## config.mk

```make
export PLATFORM = sky130hd
export DESIGN_NAME = seg_scan_ctrl
export DESIGN_NICKNAME = d
export VERILOG_FILES = /design/src/rtl/seg_pkg.sv /design/src/rtl/hex_seg_decoder.sv /design/src/rtl/seg_scan_ctrl.sv
export SDC_FILE = /design/constraint.sdc
export NUM_CORES = 1
export LEC_CHECK = 0
export CORE_AREA = 2 2 86 88
export CTS_CLUSTER_DIAMETER = 40
export DETAILED_ROUTE_END_ITERATION = 8
export DIE_AREA = 0 0 88 90
export GPL_ROUTABILITY_DRIVEN = 1
export GPL_TIMING_DRIVEN = 0
export PLACE_DENSITY = 0.72
export RECOVER_POWER = 100
export SLEW_MARGIN = 0
export SYNTH_ARGS = -nofsm -noshare
export SYNTH_HDL_FRONTEND = slang
export SYNTH_SLANG_ARGS = --single-unit
```

## constraint.sdc

```tcl
create_clock -name clk -period 3.5 [get_ports clk]
set_clock_uncertainty 0.15 [all_clocks]
set_input_delay 0.7 -clock clk [delete_from_list [all_inputs] [get_ports clk]]
set_output_delay 0.7 -clock clk [all_outputs]
set_load 0.01 [all_outputs]
```

## src/rtl/seg_pkg.sv

```systemverilog
// Shared constants for the seven-segment scan path: segment width, blank code,
// hex glyph table and a ceiling-log2 helper for sizing counters.
package seg_pkg;

   localparam int SEG_W = 7;
   localparam logic [SEG_W-1:0] SEG_BLANK = 7'b0000000;

   // {a,b,c,d,e,f,g}, 1 = segment lit
   localparam logic [SEG_W-1:0] HEX_SEG [0:15] = '{
      7'b1111110, 7'b0110000, 7'b1101101, 7'b1111001,
      7'b0110011, 7'b1011011, 7'b1011111, 7'b1110000,
      7'b1111111, 7'b1111011, 7'b1110111, 7'b0011111,
      7'b1001110, 7'b0111101, 7'b1001111, 7'b1000111
   };

   function automatic int log2ceil(input int n);
      int r;
      r = 1;
      while ((1 << r) < n) r++;
      return r;
   endfunction

endpackage

```

## src/rtl/hex_seg_decoder.sv

```systemverilog
// Combinational hex nibble to {a..g} segment pattern.
module hex_seg_decoder
   import seg_pkg::*;
(
   input  logic [3:0]       nib,
   output logic [SEG_W-1:0] seg
);

   assign seg = HEX_SEG[nib];

endmodule

```

## src/rtl/seg_scan_ctrl.sv

```systemverilog
// Multiplexed seven-segment scanner: shadow-latches a value on load and swaps it
// onto the display only at frame start so digits never tear mid-scan.
module seg_scan_ctrl
   import seg_pkg::*;
#(
   parameter int NUM_DIGITS  = 4,
   parameter int REFRESH_DIV = 50000
) (
   input  logic                    clk,
   input  logic                    rst_n,
   input  logic [4*NUM_DIGITS-1:0] value_in,
   input  logic                    load,
   input  logic                    lzb,
   input  logic                    en,
   output logic [NUM_DIGITS-1:0]   an,
   output logic [SEG_W-1:0]        seg,
   output logic                    frame
);

   localparam int PW = log2ceil(REFRESH_DIV);
   localparam int IW = log2ceil(NUM_DIGITS);
   localparam logic [PW-1:0] PRESC_MAX = PW'(REFRESH_DIV - 1);
   localparam logic [IW-1:0] IDX_MAX   = IW'(NUM_DIGITS - 1);

   logic [PW-1:0]              presc;
   logic [IW-1:0]              idx, idx_next;
   logic [NUM_DIGITS-1:0][3:0] shadow, disp, disp_next;
   logic [NUM_DIGITS-1:0]      hi_zero;
   logic                       tick, frame_start, blank;
   logic [3:0]                 nib;
   logic [SEG_W-1:0]           dec_seg;

   assign tick        = (presc == PRESC_MAX);
   assign frame_start = tick && (idx == IDX_MAX);

   always_comb begin
      idx_next = idx;
      if (tick) idx_next = (idx == IDX_MAX) ? '0 : idx + IW'(1);
   end

   // A load on the frame-start cycle bypasses the shadow straight to disp
   assign disp_next = frame_start ? (load ? value_in : shadow) : disp;

   // hi_zero[i]: digit i and every more significant digit are zero
   for (genvar i = 0; i < NUM_DIGITS; i++) begin : g_hi_zero
      assign hi_zero[i] = (disp_next[NUM_DIGITS-1:i] == '0);
   end

   assign nib   = disp_next[idx_next];
   assign blank = lzb && (idx_next != '0) && hi_zero[idx_next];

   hex_seg_decoder u_dec (
      .nib (nib),
      .seg (dec_seg)
   );

   always_ff @(posedge clk or negedge rst_n) begin
      if (!rst_n) begin
         presc  <= '0;
         idx    <= IDX_MAX;
         shadow <= '0;
         disp   <= '0;
         frame  <= 1'b0;
      end else begin
         presc <= tick ? '0 : presc + PW'(1);
         idx   <= idx_next;
         disp  <= disp_next;
         frame <= frame_start;
         if (load) shadow <= value_in;
      end
   end

   // an and seg share one register update so they never mismatch for a cycle
   always_ff @(posedge clk or negedge rst_n) begin
      if (!rst_n) begin
         an  <= '1;
         seg <= SEG_BLANK;
      end else if (!en) begin
         an  <= '1;
         seg <= SEG_BLANK;
      end else if (tick) begin
         an  <= ~(NUM_DIGITS'(1) << idx_next);
         seg <= blank ? SEG_BLANK : dec_seg;
      end
   end

endmodule

```

Word-level counts from Yosys, hierarchy flattened

Memory sizes are Yosys's and may differ from the RTL's.
Index checks and enable logic that the tools add are counted.

Memories: 1
Input port bits: 21
Register bits: 62
ROM bits: 112
Output and inout port bits: 12
Word-level logic and storage cells: 48

Muxes and demuxes: 16
Magnitude comparators: 2
Equal/unequal tests: 3
Bitwise operators: 2
$add $sub $neg: 2
Shift operators: 1
Reduce and logical (&&, ||, !) cells: 8

Memory list:

| memory          | words | width | rd ports | clocked after memory_dff | wr ports | RTL line             | text |
|---|---|---|---|---|---|---|---|
| (no name shown) | 16    | 7     | 1        | 0                        | 0        | hex_seg_decoder.sv:9 | `assign seg = HEX_SEG[nib];` |

Operator list:

| cell                  | count |
|---|---|
| $mux 16               | 3 |
| $mux 7                | 5 |
| $add 16x1->16 const B | 1 |
| $eq 16x16->1 const B  | 1 |
| $logic_not 16->1      | 1 |
| $logic_not 12->1      | 1 |
| $mux 4                | 3 |
| $bmux 4 s2            | 1 |
| $logic_not 8->1       | 1 |
| $ge 5x5->1 const B    | 1 |
| $not 4->5             | 1 |
| $logic_not 4->1       | 1 |
| $mux 2                | 2 |
| $not 4->4             | 1 |
| $shl 1x2->4 const A   | 1 |
| $logic_and 1x1->1     | 3 |
| $lt 2x3->1 const B    | 1 |
| $add 2x1->2 const B   | 1 |
| $bmux 1 s2            | 1 |
| $eq 2x2->1 const B    | 1 |
| $ne 2x1->1 const B    | 1 |
| $reduce_bool 2->1     | 1 |
| $mux 1                | 1 |

Longest topological paths before layout

Depth after elaboration: 12
Gate-level depth with buffers: 15
Gate-level depth less buffers: 12

Hierarchy

Synthesis repeated with hierarchy kept, for this count alone.

Cells, all modules: 267
Area total of the unflattened synthesis: 3065.4 sq um

By module, submodules not included:

| module          | sequential area each (sq um) | cells an instance | area each (sq um) | times used |
|---|---|---|---|---|
| seg_scan_ctrl   | 1559.0                       | 234               | 2777.7            | 1 |
| hex_seg_decoder | 0.0                          | 33                | 287.8             | 1 |

Worst setup path after synthesis

OpenSTA, ideal clock, no wires.

Kind: flip-flop to flip-flop
Start point: reg presc[5]
End point: reg seg[6]
Data required time: 3.284 ns
Setup time: 0.066 ns
Period minus slack after synthesis: 3.706 ns
Arrival time: 3.490 ns
Path buffers: 0
Stages on the path, launching flop included: 11
Path slack: -0.206 ns
Cells stage by stage: dfrtp_1 > or4b_4 > nor4b_2 > mux2i_2 > mux2_2 > mux2i_1 > inv_1 > ha_1 > nor4bb_1 > a2111oi_2 > a22o_1

Word-level cells in the longest chain between the ends: 12
Elaborated cells on any way between the ends: 23
Classes of those cells: eq/ne (2); mux (11); bitwise (1); reduce/logical (8); memory (1)

RTL lines:

| item                                      | RTL line             | text |
|---|---|---|
| start, declared                           | seg_scan_ctrl.sv:25  | `logic [PW-1:0] presc;` |
| start signal, assigned                    | seg_scan_ctrl.sv:65  | `presc <= tick ? '0 : presc + PW'(1);` |
| $eq 16x16->1 (*)                          | seg_scan_ctrl.sv:33  | `assign tick = (presc == PRESC_MAX);` |
| $logic_and 1x1->1                         | seg_scan_ctrl.sv:34  | `assign frame_start = tick && (idx == IDX_MAX);` |
| $mux 16                                   | seg_scan_ctrl.sv:42  | `assign disp_next = frame_start ? (load ? value_in : shadow) : disp;` |
| $bmux 4 s2                                | seg_scan_ctrl.sv:49  | `assign nib = disp_next[idx_next];` |
| $mux 4 (implied by the code)              | seg_scan_ctrl.sv:49  |  |
| $not 4->5 (implied by the code)           | hex_seg_decoder.sv:9 |  |
| $mem_v2 16x7                              | -                    |  |
| $mux 7 (implied by the code) (2 in a row) | hex_seg_decoder.sv:9 |  |
| $mux 7                                    | seg_scan_ctrl.sv:83  | `seg <= blank ? SEG_BLANK : dec_seg;` |
| $mux 7                                    | seg_scan_ctrl.sv:81  | `end else if (tick) begin` |
| $mux 7                                    | seg_scan_ctrl.sv:78  | `end else if (!en) begin` |
| end signal, assigned                      | seg_scan_ctrl.sv:83  |  |
| end, declared                             | seg_scan_ctrl.sv:16  | `output logic [SEG_W-1:0] seg,` |

Mark *: on every way between the ends. The rest lies on a longest branch, timed or not. The select of a mux whose other input is x is not followed.
A chain may end at the register's enable or synchronous reset.

==> impl_metrics.yaml <==
clocking:
  clock_latency_ns: 0.33
  cts_hold_buf: 0
  numClockSinks: 62
  cts_tree: "yes"
  cts_buffers: 9
  clock_tree.root_cell: "clkbuf_8"
  cts_max_path_buffers: 2
  clk_pin_slew_ns: 0.07
  htree_levels: 3
timing:
  finalSetupViolCount: 2
  hold_viol_final: 0
  setup-tns-final_ns: -0.0328
  tightestPinTransition_ns: 1.18
  slew_headroom: 0.214
  min_period_ns: 3.52
  hold_ws_ns: 0.308
  fin_crit_sh: 1.01
  rsz0062_at_grt: "yes"
  slew_viol_final: 0
  worst_slack_ns: -0.0210
  fmax_ghz: 0.284
worst_setup_path:
  cp-end-kind: "flip-flop"
  rr_endpoint: "seg[6]$_DFFE_PN0P_"
  r2r_start: "presc[7]$_DFF_PN0_"
  crit_start: "presc[7]$_DFF_PN0_"
  crit_type: "flip-flop to flip-flop"
  slowest_stage: "or4_4"
  critPathLaunchType: "flip-flop"
  worst-path-buf-inv: 4
  cp.arrival_ns: 3.64
  critical_path.max_stage_delay_ns: 0.60
  reg2reg_slack_ns: -0.02
  crit_cells: 13
  r2r_cells: 13
  path_max_fanout: 7
  critical_path.endpoint: "seg[6]$_DFFE_PN0P_"
  cp.required_ns: 3.62
  crit_path_cell_trace: "or4b_4 -> or4_4 -> buf_12 -> buf_12 -> buf_6 -> o21ai_4 -> mux2_4 -> mux2i_4 -> buf_6 -> ha_4 -> nor4bb_4 -> a2111oi_4 -> a22o_1"
  crit_family: "simple AND/OR/NAND/NOR gates"
power:
  internal-power_mw: 1.16
  p_sw_mw: 0.341
  powerDensity_nw_per_um2: 362
  p_comb_frac: 0.080
  leakage_nw: 1.92
  pwr-share-clk: 0.422
  seq_power_share: 0.498
  max-vdd-ir-drop_mv: 0.239
  totalPowerFinal_mw: 1.51
  swShare: 0.227
floorplan:
  dieArea_um2: 7920
  core_region_area_um2: 7020
  top_level_ports: 33
  die_w_um: 88
  floorplan.initialDensity: 0.436
  dieHeight_um: 90
  rows: 31
placed_design:
  dp.cells: 398
  gp_congestion: 0.881
  hpwlAfterDp_um: 4290
  place_area_um2: 3580
  dpl_worst_slack_ns: -0.435
  port_buffers: 31
job:
  max-cap-violations: 0
yosys:
  synth.avg_cell_area_um2: 11.5
  syn_area_um2: 3060
  ys_top_cells_by_area: "dfrtp_1 (46%), mux2i_1 (6.9%), mux2_2 (6.2%)"
  synth_seq_cells: 62
  synthArstFlopShare: 1.00
  synth_top_area_share: 0.458
  synth.net_count: 296
  ys_warn_count: 0
  ys_seq_area_frac: 0.509
  ys.flop_type: "dfrtp_1"
  synthDistinctLibCells: 52
  synth-edff-count: 0
  yosysTopAreaCell: "dfrtp_1"
  synthCells: 267
cells_and_area:
  final_layout_size_suffix_gt1_frac: 0.292
  n_fill_cell: 573
  synthToLayoutAreaGrowth_pct: 35.9
  nNetsFinal: 367
  design_area_um2: 4160
  regArea_um2: 1560
  fin_cells: 442
  diodes: 0
  final_core_util: 0.593
  multi_input_area_um2: 1570
drt:
  first_pass_iters: 4
  wirelength_um: 6640
  antenna_left: 0
  wl_per_cell_um: 15.0
  via_per_inst: 5.03
  drcViolationCount: 0
  vias: 2224
  drt_iter0_markers: 86
global_route:
  grt.total_usage: 0.178
  grt_overflow: 0
  grt_pass1_vias: 2278
  antenna_found_initial: 0
  grt_max_degree: 42
  grt_pass1_wl_um: 10900
outcome:
  status: "finished with violations"
  violations: "negative setup slack"
worst_hold_path:
  hold_path.class: "flip-flop to flip-flop"
==> placed cells by master (no fill, tap or decap), drive strengths merged, types with 8 or more instances in the layout <==
| master | Yosys | final |
|---|---|---|
| o21ai | 10 | 10 |
| nand3 | 8 | 8 |
| mux2i | 25 | 25 |
| dfrtp | 56 | 56 |
| dlygate4sd3 | 0 | 12 |
| clkdlybuf4s50 | 0 | 18 |
| ha | 8 | 8 |
| xor2 | 8 | 8 |
| clkbuf | 3 | 19 |
| mux2 | 20 | 20 |
| inv | 17 | 17 |
| nor2 | 16 | 16 |
| buf | 6 | 33 |
| nand2 | 29 | 29 |
==> cell usage after synthesis (2+ instances only) <==
library cell  instances
dfrtp_1              56
nand2_1              29
mux2i_1              21
mux2_2               17
inv_1                16
nor2_1               16
ha_1                  8
o21ai_0               8
xor2_1                8
nand3_1               7
and3_1                6
dfstp_2               6
xnor2_1               6
a21oi_1               4
nor4_1                4
clkbuf_1              3
mux2_4                3
nor2b_1               3
o31ai_1               3
a211o_1               2
a22o_1                2
buf_2                 2
mux2i_2               2
mux2i_4               2
nand3b_1              2
nand4_1               2
nor3_1                2
o21ai_1               2
or4_1                 2
==> logic make-up (layout without fill, tap and decap cells) <==
logic type | Yosys count | in the layout | synth area share
compound gates | 28 | 28 | 0.0621
xor+xnor | 14 | 14 | 0.0400
fa+ha+maj | 8 | 8 | 0.0327
buf+inv | 27 | 103 | 0.0429
flops | 62 | 62 | 0.509
mux | 45 | 45 | 0.170
simple gates | 83 | 83 | 0.144
==> power by group through the flow <==
| stage | registers, mW | clock network [mW] | logic [mW] |
|---|---|---|---|
| detailed placement | 0.764 | 0 | 0.116 |
| global route | 0.752 | 0.684 | 0.135 |
| global placement | 0.763 | 0 | 0.111 |
| CTS | 0.750 | 0.653 | 0.123 |
| finish | 0.750 | 0.635 | 0.121 |
| floorplan | 0.761 | 0 | 0.0619 |
==> state kept, by name (all words and copies together) (netlist names) <==
name	cells
seg	7
disp	16
frame	1
idx	2
shadow	16
presc	16
an	4
==> repair_timing <==
item / in CTS / in global routing
setup buffers: 22 / 6
cloned: 1 / 0
setup endpoints to repair: 7 / 7
pin swaps: 9 / 10
resized for setup: 26 / 20
==> cell type report <==
cell class / instances / area share
buffer: 8 / 0.0177
clock buffer: 13 / 0.0382
clock inverter: 3 / 0.0102
inverter: 18 / 0.0165
multi-input combinational: 178 / 0.378
sequential: 62 / 0.375
tap: 99 / 0.0298
timing repair buffer: 61 / 0.135
==> how the worst min path moves through the flow <==
stage | startpoint | end | slack, ns | depth (start not counted)
2_1_floorplan | rst_n | disp[0]$_DFF_PN0_ | 0.25 | 0
3_3_place_gp | presc[0]$_DFF_PN0_ | presc[0]$_DFF_PN0_ | 0.30 | 1
3_5_place_dp | presc[0]$_DFF_PN0_ | presc[0]$_DFF_PN0_ | 0.30 | 1
4_1_cts | rst_n | seg[3]$_DFFE_PN0P_ | 0.19 | 1
5_1_grt | presc[0]$_DFF_PN0_ | presc[0]$_DFF_PN0_ | 0.34 | 1
6_report | presc[0]$_DFF_PN0_ | presc[0]$_DFF_PN0_ | 0.31 | 1
==> metal layers <==
layer | vias to the layer above | wire (um) | global-route usage | part of all wire
met3 | 14 | 273 | 0.0386 | 0.041
met5 | - | 0 | 0 | 0
li1 | 1071 | - | - | -
met1 | 1092 | 3100 | 0.246 | 0.47
met4 | 0 | 137 | 0.0833 | 0.021
met2 | 47 | 3130 | 0.266 | 0.47
Note: power is estimated with default switching activity, not from simulation.
